===== src/rtl/snake_step_ctrl.sv =====
// snake_step_ctrl: frame-paced step sequencer, next-head calc and req/ack hand-off.
// Optional build macro SNAKE_WRAP_EN: grid edges wrap instead of killing the snake.
module snake_step_ctrl #(
  parameter int GRID_X          = 16,
  parameter int GRID_Y          = 12,
  parameter int XW              = 4,
  parameter int YW              = 4,
  parameter int FRAMES_PER_STEP = 8,
  parameter int START_X         = 8,
  parameter int START_Y         = 6
) (
  input  logic          clk,
  input  logic          rst,
  input  logic          sync,
  input  logic [2:0]    direction,
  output logic [XW-1:0] head_x,
  output logic [YW-1:0] head_y,
  output logic          upd_req,
  output logic [XW-1:0] upd_x,
  output logic [YW-1:0] upd_y,
  input  logic          upd_ack,
  output logic          dead
);

  typedef enum logic [2:0] {
    S_IDLE,
    S_COUNT,
    S_CALC,
    S_REQ,
    S_DEAD
  } state_t;

  localparam int CW = $clog2(FRAMES_PER_STEP + 1);

  localparam logic [CW-1:0] CNT_LAST = CW'(FRAMES_PER_STEP - 1);

  localparam logic [2:0] D_LEFT  = 3'd1;
  localparam logic [2:0] D_RIGHT = 3'd2;
  localparam logic [2:0] D_UP    = 3'd3;
  localparam logic [2:0] D_DOWN  = 3'd4;

  localparam logic signed [XW:0] X_ZERO = '0;
  localparam logic signed [XW:0] X_ONE  = (XW+1)'(1);
  localparam logic signed [XW:0] X_MAX  = (XW+1)'(GRID_X - 1);
  localparam logic signed [YW:0] Y_ZERO = '0;
  localparam logic signed [YW:0] Y_ONE  = (YW+1)'(1);
  localparam logic signed [YW:0] Y_MAX  = (YW+1)'(GRID_Y - 1);

  localparam logic [XW-1:0] X_RST = XW'(START_X);
  localparam logic [YW-1:0] Y_RST = YW'(START_Y);

  state_t        state_q, state_d;
  logic [CW-1:0] cnt_q, cnt_d;
  logic [2:0]    step_dir_q, step_dir_d;
  logic [XW-1:0] head_x_q, head_x_d;
  logic [YW-1:0] head_y_q, head_y_d;
  logic [XW-1:0] upd_x_q, upd_x_d;
  logic [YW-1:0] upd_y_q, upd_y_d;

  logic                 is_move;
  logic signed [XW:0]   nx;
  logic signed [YW:0]   ny;
  logic                 off_grid;
  logic [XW-1:0]        nxt_x;
  logic [YW-1:0]        nxt_y;

  assign is_move = (direction >= D_LEFT) && (direction <= D_DOWN);

  // Candidate head from the latched step direction, range-checked one bit wider.
  always_comb begin
    nx = $signed({1'b0, head_x_q});
    ny = $signed({1'b0, head_y_q});
    unique case (1'b1)
      (step_dir_q == D_LEFT):  nx = nx - X_ONE;
      (step_dir_q == D_RIGHT): nx = nx + X_ONE;
      (step_dir_q == D_UP):    ny = ny - Y_ONE;
      (step_dir_q == D_DOWN):  ny = ny + Y_ONE;
      default: ;
    endcase
`ifdef SNAKE_WRAP_EN
    off_grid = 1'b0;
    if (nx < X_ZERO) begin
      nxt_x = XW'(GRID_X - 1);
    end else if (nx > X_MAX) begin
      nxt_x = '0;
    end else begin
      nxt_x = nx[XW-1:0];
    end
    if (ny < Y_ZERO) begin
      nxt_y = YW'(GRID_Y - 1);
    end else if (ny > Y_MAX) begin
      nxt_y = '0;
    end else begin
      nxt_y = ny[YW-1:0];
    end
`else
    off_grid = (nx < X_ZERO) || (nx > X_MAX) ||
               (ny < Y_ZERO) || (ny > Y_MAX);
    nxt_x = nx[XW-1:0];
    nxt_y = ny[YW-1:0];
`endif
  end

  // Next-state, frame counting and handshake bookkeeping.
  always_comb begin
    state_d    = state_q;
    cnt_d      = cnt_q;
    step_dir_d = step_dir_q;
    head_x_d   = head_x_q;
    head_y_d   = head_y_q;
    upd_x_d    = upd_x_q;
    upd_y_d    = upd_y_q;
    unique case (state_q)
      S_IDLE: begin
        cnt_d = '0;
        if (is_move) begin
          state_d = S_COUNT;
        end
      end
      S_COUNT: begin
        if (!is_move) begin
          cnt_d   = '0;
          state_d = S_IDLE;
        end else if (sync) begin
          if (cnt_q == CNT_LAST) begin
            cnt_d      = '0;
            step_dir_d = direction;
            state_d    = S_CALC;
          end else begin
            cnt_d = cnt_q + 1'b1;
          end
        end
      end
      S_CALC: begin
        if (off_grid) begin
          state_d = S_DEAD;
        end else begin
          upd_x_d = nxt_x;
          upd_y_d = nxt_y;
          state_d = S_REQ;
        end
      end
      S_REQ: begin
        if (upd_ack) begin
          head_x_d = upd_x_q;
          head_y_d = upd_y_q;
          state_d  = S_COUNT;
        end
      end
      S_DEAD: ;
      default: state_d = S_IDLE;
    endcase
  end

  // State and datapath registers with synchronous reset.
  always_ff @(posedge clk) begin
    if (rst) begin
      state_q    <= S_IDLE;
      cnt_q      <= '0;
      step_dir_q <= '0;
      head_x_q   <= X_RST;
      head_y_q   <= Y_RST;
      upd_x_q    <= X_RST;
      upd_y_q    <= Y_RST;
    end else begin
      state_q    <= state_d;
      cnt_q      <= cnt_d;
      step_dir_q <= step_dir_d;
      head_x_q   <= head_x_d;
      head_y_q   <= head_y_d;
      upd_x_q    <= upd_x_d;
      upd_y_q    <= upd_y_d;
    end
  end

  assign head_x  = head_x_q;
  assign head_y  = head_y_q;
  assign upd_x   = upd_x_q;
  assign upd_y   = upd_y_q;
  assign upd_req = (state_q == S_REQ);
`ifdef SNAKE_WRAP_EN
  assign dead = 1'b0;
`else
  assign dead = (state_q == S_DEAD);
`endif

endmodule

===== config.mk =====
export PLATFORM = sky130hd
export DESIGN_NAME = snake_step_ctrl
export DESIGN_NICKNAME = d
export VERILOG_FILES = /design/src/rtl/snake_step_ctrl.sv
export SDC_FILE = /design/constraint.sdc
export NUM_CORES = 1
export LEC_CHECK = 0
export CORE_MARGIN = 3
export CORE_UTILIZATION = 43
export CTS_BUF_LIST = sky130_fd_sc_hd__clkbuf_2
export DETAILED_ROUTE_END_ITERATION = 8
export PLACE_DENSITY = 0.68
export SLEW_MARGIN = 5
export SYNTH_ARGS = -nofsm -noshare
export SYNTH_HDL_FRONTEND = slang
export SYNTH_SLANG_ARGS = --single-unit

===== constraint.sdc =====
create_clock -name clk -period 2.5 [get_ports clk]
set_input_delay 0.375 -clock clk [delete_from_list [all_inputs] [get_ports clk]]
set_output_delay 0.375 -clock clk [all_outputs]
set_load 0.05 [all_outputs]

==> results of run 1 <==
==> final timing paths <==
check	depth (start not counted)	start	to	slack [ns]
setup / recovery	10	step_dir_q[2]	state_q[0]	-0.04
hold reg to reg	2	upd_x[0]	head_x[0]	0.49
hold / removal	2	upd_x[0]	head_x[0]	0.49
setup reg to reg	10	step_dir_q[2]	state_q[0]	-0.04
==> flip-flops by register name, indices dropped and copies added, names as in the netlist <==
register / cells
cnt_q: 4
head_x: 4
head_y: 4
upd_x: 4
upd_y: 4
state_q: 3
step_dir_q: 3
==> per-stage QoR <==
stage	setup WS, ns	cells	cell area, µm²	utilization [%]	TNS, ns
2_1_floorplan	-0.0468	196	1680	-	-0.102
3_3_place_gp	-0.0704	272	2020	57.8	-0.352
3_5_place_dp	-0.170	272	2020	57.8	-0.971
4_1_cts	-0.0567	281	2140	61.4	-0.384
5_1_grt	-0.213	282	2170	62.2	-1.78
6_report	-0.0447	282	2170	62.2	-0.0952
==> cells by family after synthesis <==
group	count (synthesis)
compound gates	47
simple gates	79
mux	6
xor+xnor	7
flops	26
buf+inv	22
fa+ha+maj	9
==> synthesized netlist by cell type (all sizes together) (2+ instances only) <==
| library cell | number | area, µm² |
|---|---|---|
| a2111oi | 4 | 53.8 |
| a211oi | 5 | 47.5 |
| a21oi | 18 | 90.1 |
| and2 | 5 | 33.8 |
| buf | 6 | 63.8 |
| clkbuf | 4 | 15.0 |
| dfxtp | 26 | 521 |
| fa | 2 | 40.0 |
| ha | 7 | 87.6 |
| inv | 12 | 45.0 |
| mux2i | 6 | 60.1 |
| nand2 | 26 | 97.6 |
| nand2b | 5 | 38.8 |
| nand3 | 6 | 30.0 |
| nand4 | 3 | 18.8 |
| nor2 | 19 | 71.3 |
| nor2b | 3 | 18.8 |
| nor3 | 2 | 10.0 |
| nor3b | 4 | 30.0 |
| o211ai | 2 | 15.0 |
| o21ai | 8 | 43.8 |
| o21ba | 2 | 20.0 |
| xnor2 | 6 | 52.6 |
==> metal layers <==
layer,vias up,routed length (µm),GRT usage (%)
li1,766,-,-
met3,14,142,4.33
met4,0,105,7.09
met2,50,2100,35.7
met5,-,0,0
met1,733,1810,24.1
==> layout make-up <==
class                           instances  area share (%)
Multi-Input combinational cell        148            49.9
Clock buffer                            3           0.690
Inverter                               12            2.07
Sequential cell                        26            24.3
Timing Repair Buffer                   46            18.9
Tap cell                               46            2.65
Clock inverter                          1            1.38
==> what timing repair did <==
item,in CTS,in global routing
pin swaps,7,6
hold buffers,0,0
resized for setup,14,8
setup endpoints to repair,11,11
setup buffers,5,2
==> critical path: stages (launching register included) <==
cell       delay (ns)
dfxtp_2          0.40
buf_6            0.12
nor3b_4          0.28
inv_2            0.11
ha_4             0.28
nand2b_1         0.06
a21oi_2          0.18
mux2i_2          0.12
a2111oi_4        0.33
nand2_1          0.13
a2111oi_0        0.39
==> power by group <==
| part | switching (mW) | total, mW | internal, mW |
|---|---|---|---|
| sequential | 0.00859 | 0.431 | 0.422 |
| clock | 0.131 | 0.268 | 0.138 |
| combinational | 0.0529 | 0.0923 | 0.0394 |
| total | 0.192 | 0.792 | 0.599 |
==> out/summary.txt, run 1 <==
=====================================================================================
Status ................................................................. complete, but fails checks
Violations in the final reports ........................................ setup timing
Total power ............................................................     0.792 mW
Fraction of synthesis flops using an asynchronous set or reset pin .....           0%
CTS H-tree lvls ........................................................            1
Mean area per synthesized cell .........................................     8.34 µm²
NumNets Final ..........................................................          253
Final worst clock skew .................................................    0.0383 ns
Number of iterations in the first detailed-routing pass ................            4
Data arrival at the endpoint of the critical path ......................      2.79 ns
Final worst path period need ...........................................      2.54 ns
Number of pins exceeding their max-slew limit in the final report ......            0
Number of sinks on the clock net .......................................           26
Root buffer cell .......................................................     clkbuf_2
Number of global-route vias before repair ..............................        1,537
Setup repair after global routing missed its margin ....................          yes
CP Data Required Time ..................................................      2.74 ns
Crit Path Category ..................................................... register to register
Number of buffers inserted during clock tree synthesis .................            3
Wire length of the first global-routing pass ...........................      7040 µm
Number of nets with antenna violations after detailed routing ..........            0
Register area share after synthesis ....................................        31.8%
Xor and xnor area share after synthesis ................................        3.75%
Count of vias placed by the detailed router ............................        1,563
Clock latency of the later-clocked register in the worst-skew pair .....      0.37 ns
Mux share of post-synthesis cell area ..................................        3.67%
Avg WL per Cell ........................................................      14.7 µm
Layout filler cell count ...............................................          307
Synthesized instance count .............................................          196
Post-Synth Adder-Cell Area .............................................        7.80%
Final count of negative-setup-slack endpoints ..........................            3
Clock Pin Slew Worst Setup and Hold Paths ..............................      0.28 ns
Post-synth net total ...................................................          212
Final cycle utilization of the critical path ...........................         102%
Pin slew with the least headroom to its limit ..........................     0.546 ns
Synth Register Bits ....................................................           26
Yosys Warn Count .......................................................            0
Area delta synth->final ................................................        33.0%
Worst-case headroom to the max-slew limit ..............................        63.2%
Overflow left after global routing .....................................            0
Worst setup margin .....................................................   -0.0447 ns
Power Dens Cells .......................................................   364 nW/µm²
Die Width ..............................................................      67.7 µm
Biggest fanout along the worst timing path .............................            3
Top-Level Pins .........................................................           25
Post-Route WL ..........................................................      4160 µm
Prevailing post-synth register cell ....................................      dfxtp_1
TritonCTS clock tree ...................................................         done
Initial standard-cell utilization of the core ..........................        46.8%
Drc violations .........................................................            0
Share of post-route cells with drive strength above 1 ..................        25.4%
Standard-cell row count ................................................           21
Leakage power of the design ............................................     0.828 nW
Largest family of logic cells by synthesized area ...................... simple AND/OR/NAND/NOR gates
Hold violation count in the final report ...............................            0
Netlist area before placement ..........................................     1640 µm²
Max-capacitance violation count ........................................            0
Peak clock frequency supported by timing ...............................    0.393 GHz
Final-layout worst hold slack ..........................................     0.487 ns
Via density per instance ...............................................         5.54
Placeable core area ....................................................     3490 µm²
Fraction of the mapped netlist area in simple logic gates ..............        24.2%
Final HPWL DP ..........................................................      3090 µm
Buffers added on ports .................................................           24
GP Congestion ..........................................................        0.816
Commonest cells after routing, fill and taps aside ..................... nand2_1, clkdlybuf4s50_1, buf_4
Sequential cell area ...................................................      529 µm²
GRT Resource Usage Total ...............................................        20.3%
Die boundary height ....................................................      67.7 µm
Startpoint types .......................................................     register
Max Root-Sink Buffers ..................................................            2
Worst Setup End Kind ...................................................     register
Most frequent standard cell in the layout excluding fill and tap cells .      nand2_1
Pin count of the biggest net entering global routing ...................           21
Antenna Cells ..........................................................            0
Count of different cell masters after synthesis ........................           45
Multi-input gate area ..................................................     1090 µm²
Initial detailed-routing violation count ...............................           84
Fraction of the mapped netlist area in compound gates ..................        21.2%
Highest ir drop seen on vdd ............................................     0.235 mV
Tightest Hold Check Type ............................................... register to register
Initial antenna violation count ........................................            0
DIE AREA ...............................................................     4580 µm²
Number of flops mapped to enable cells by yosys ........................            0
=====================================================================================
No activity file was read; power rests on OpenSTA's default activity.
==> run 2, diff against run 1 <==
--- a/config.mk
+++ b/config.mk
@@ -9,7 +9,8 @@
 export CORE_UTILIZATION = 43
 export CTS_BUF_LIST = sky130_fd_sc_hd__clkbuf_2
 export DETAILED_ROUTE_END_ITERATION = 8
-export PLACE_DENSITY = 0.68
+export GPL_TIMING_DRIVEN = 0
+export PLACE_DENSITY = 0.66
 export SLEW_MARGIN = 5
 export SYNTH_ARGS = -nofsm -noshare
 export SYNTH_HDL_FRONTEND = slang
==> constraint.sdc (replaced) <==
create_clock -name clk -period 3.19 [get_ports clk]
set_input_delay 0.4785 -clock clk [delete_from_list [all_inputs] [get_ports clk]]
set_output_delay 0.4785 -clock clk [all_outputs]
set_load 0.05 [all_outputs]
==> out/summary.txt, run 2 (synthesis gave the netlist of run 1 again) <==
=================================================================================
Crit Path Category ................................................. register to register
Pin slew with the least headroom to its limit ......................     0.606 ns
Status ............................................................. finished clean
Die boundary height ................................................      67.7 µm
Overflow left after global routing .................................            0
Layout filler cell count ...........................................          343
Post-Route WL ......................................................      3920 µm
Commonest cells after routing, fill and taps aside ................. nand2_1, dfxtp_1, clkdlybuf4s50_1
Initial detailed-routing violation count ...........................           52
Cts hold-fix bufs ..................................................            0
Final worst path period need .......................................      2.85 ns
Final worst clock skew .............................................   0.00581 ns
Hold violation count in the final report ...........................            0
Antenna Cells ......................................................            0
Final count of negative-setup-slack endpoints ......................            0
Share of the core filled with cells in the final layout ............        57.2%
Number of pins exceeding their max-slew limit in the final report ..            0
Clock Pin Slew Worst Setup and Hold Paths ..........................      0.26 ns
Final HPWL DP ......................................................      2940 µm
Placeable core area ................................................     3490 µm²
CTS H-tree lvls ....................................................            1
Clock latency of the later-clocked register in the worst-skew pair .      0.36 ns
Wire length of the first global-routing pass .......................      6580 µm
Number of global-route vias before repair ..........................        1,471
Worst-case headroom to the max-slew limit ..........................        59.1%
Final-layout worst hold slack ......................................     0.491 ns
Leakage power of the design ........................................     0.744 nW
Root buffer cell ...................................................     clkbuf_2
Multi-input gate area ..............................................      996 µm²
Max-capacitance violation count ....................................            0
Number of nets with antenna violations after detailed routing ......            0
DIE AREA ...........................................................     4580 µm²
Power Dens Cells ...................................................   310 nW/µm²
Drc violations .....................................................            0
Standard-cell row count ............................................           21
GRT Resource Usage Total ...........................................        19.0%
Final cycle utilization of the critical path .......................        89.3%
Data arrival at the endpoint of the critical path ..................      3.16 ns
Tightest Hold Check Type ........................................... register to register
Pin count of the biggest net entering global routing ...............           16
Count of vias placed by the detailed router ........................        1,459
CP Data Required Time ..............................................      3.50 ns
GP Congestion ......................................................        0.796
Buffers added on ports .............................................           24
Number of buffers inserted during clock tree synthesis .............            3
Biggest fanout along the worst timing path .........................            8
Highest ir drop seen on vdd ........................................     0.207 mV
Via density per instance ...........................................         5.36
Area delta synth->final ............................................        22.2%
Top-Level Pins .....................................................           25
Peak clock frequency supported by timing ...........................    0.351 GHz
Worst Setup End Kind ...............................................     register
Startpoint types ...................................................     register
Initial standard-cell utilization of the core ......................        46.8%
Initial antenna violation count ....................................            0
NumNets Final ......................................................          243
Placed Instances ...................................................          266
Share of post-route cells with drive strength above 1 ..............        10.2%
Setup repair after global routing missed its margin ................           no
Number of sinks on the clock net ...................................           26
Max Root-Sink Buffers ..............................................            2
Sequential cell area ...............................................      520 µm²
Avg WL per Cell ....................................................      14.4 µm
Number of iterations in the first detailed-routing pass ............            4
TritonCTS clock tree ...............................................         done
Die Width ..........................................................      67.7 µm
Layout Cells excl Fill .............................................          272
Setup TNS after final layout .......................................         0 ns
=================================================================================
[run 2: final cells by class]
cell class | count | area share, %
buffer | 10 | 3.94
clock buffer | 3 | 0.751
clock inverter | 1 | 1.50
inverter | 12 | 2.25
multi-input combinational | 148 | 49.8
sequential | 26 | 26.0
tap | 46 | 2.88
timing repair buffer | 26 | 12.8
[run 2: path summary, 6_finish.rpt]
kind                                     from        end  slack (ns)  cells after the start
worst max-delay path            step_dir_q[0]   upd_y[2]        0.34                     11
worst min-delay path                 upd_x[2]  head_x[2]        0.49                      2
worst max register to register  step_dir_q[0]   upd_y[2]        0.34                     11
worst min register to register       upd_x[2]  head_x[2]        0.49                      2
[run 2: metrics by stage]
step	power (mW)	cell area [µm²]	worst slack, ns
finish	0.620	2000	0.340
global route	0.647	2000	0.0581
CTS	0.627	1990	0.215
detailed placement	0.412	1930	-0.0373
global placement	0.410	1930	0.117
floorplan	0.387	1640	0.419
[run 2: worst max-delay path: stages, from the launching register on]
cell and delay, ns:
dfxtp_1 0.37, buf_6 0.13, or3b_1 0.39, buf_6 0.15, ha_1 0.33, nand2b_1 0.07
a21oi_1 0.21, mux2i_1 0.17, a2111oi_4 0.37, buf_4 0.22, or2b_1 0.25, a32oi_1 0.14
[run 2: repair_timing]
action	CTS	global route
resized for setup	0	1
endpoints found under the setup margin	2	6
buffers inserted	2	0
pin swaps	1	0
[run 2: routing by layer]
metal  part of all wire (%)  wire [µm]  global-route usage, %
met5                      0          0                      0
met4                      0          0                   6.33
met1                     47       1850                   24.2
met3                    3.3        129                   2.66
met2                     49       1940                   32.7
[run 2: power by group]
part / switching [mW] / internal (mW) / leakage [nW]
combinational: 0.0416 / 0.0289 / 0.507
sequential: 0.00640 / 0.331 / 0.210
clock: 0.104 / 0.108 / 0.0266
total: 0.152 / 0.468 / 0.744
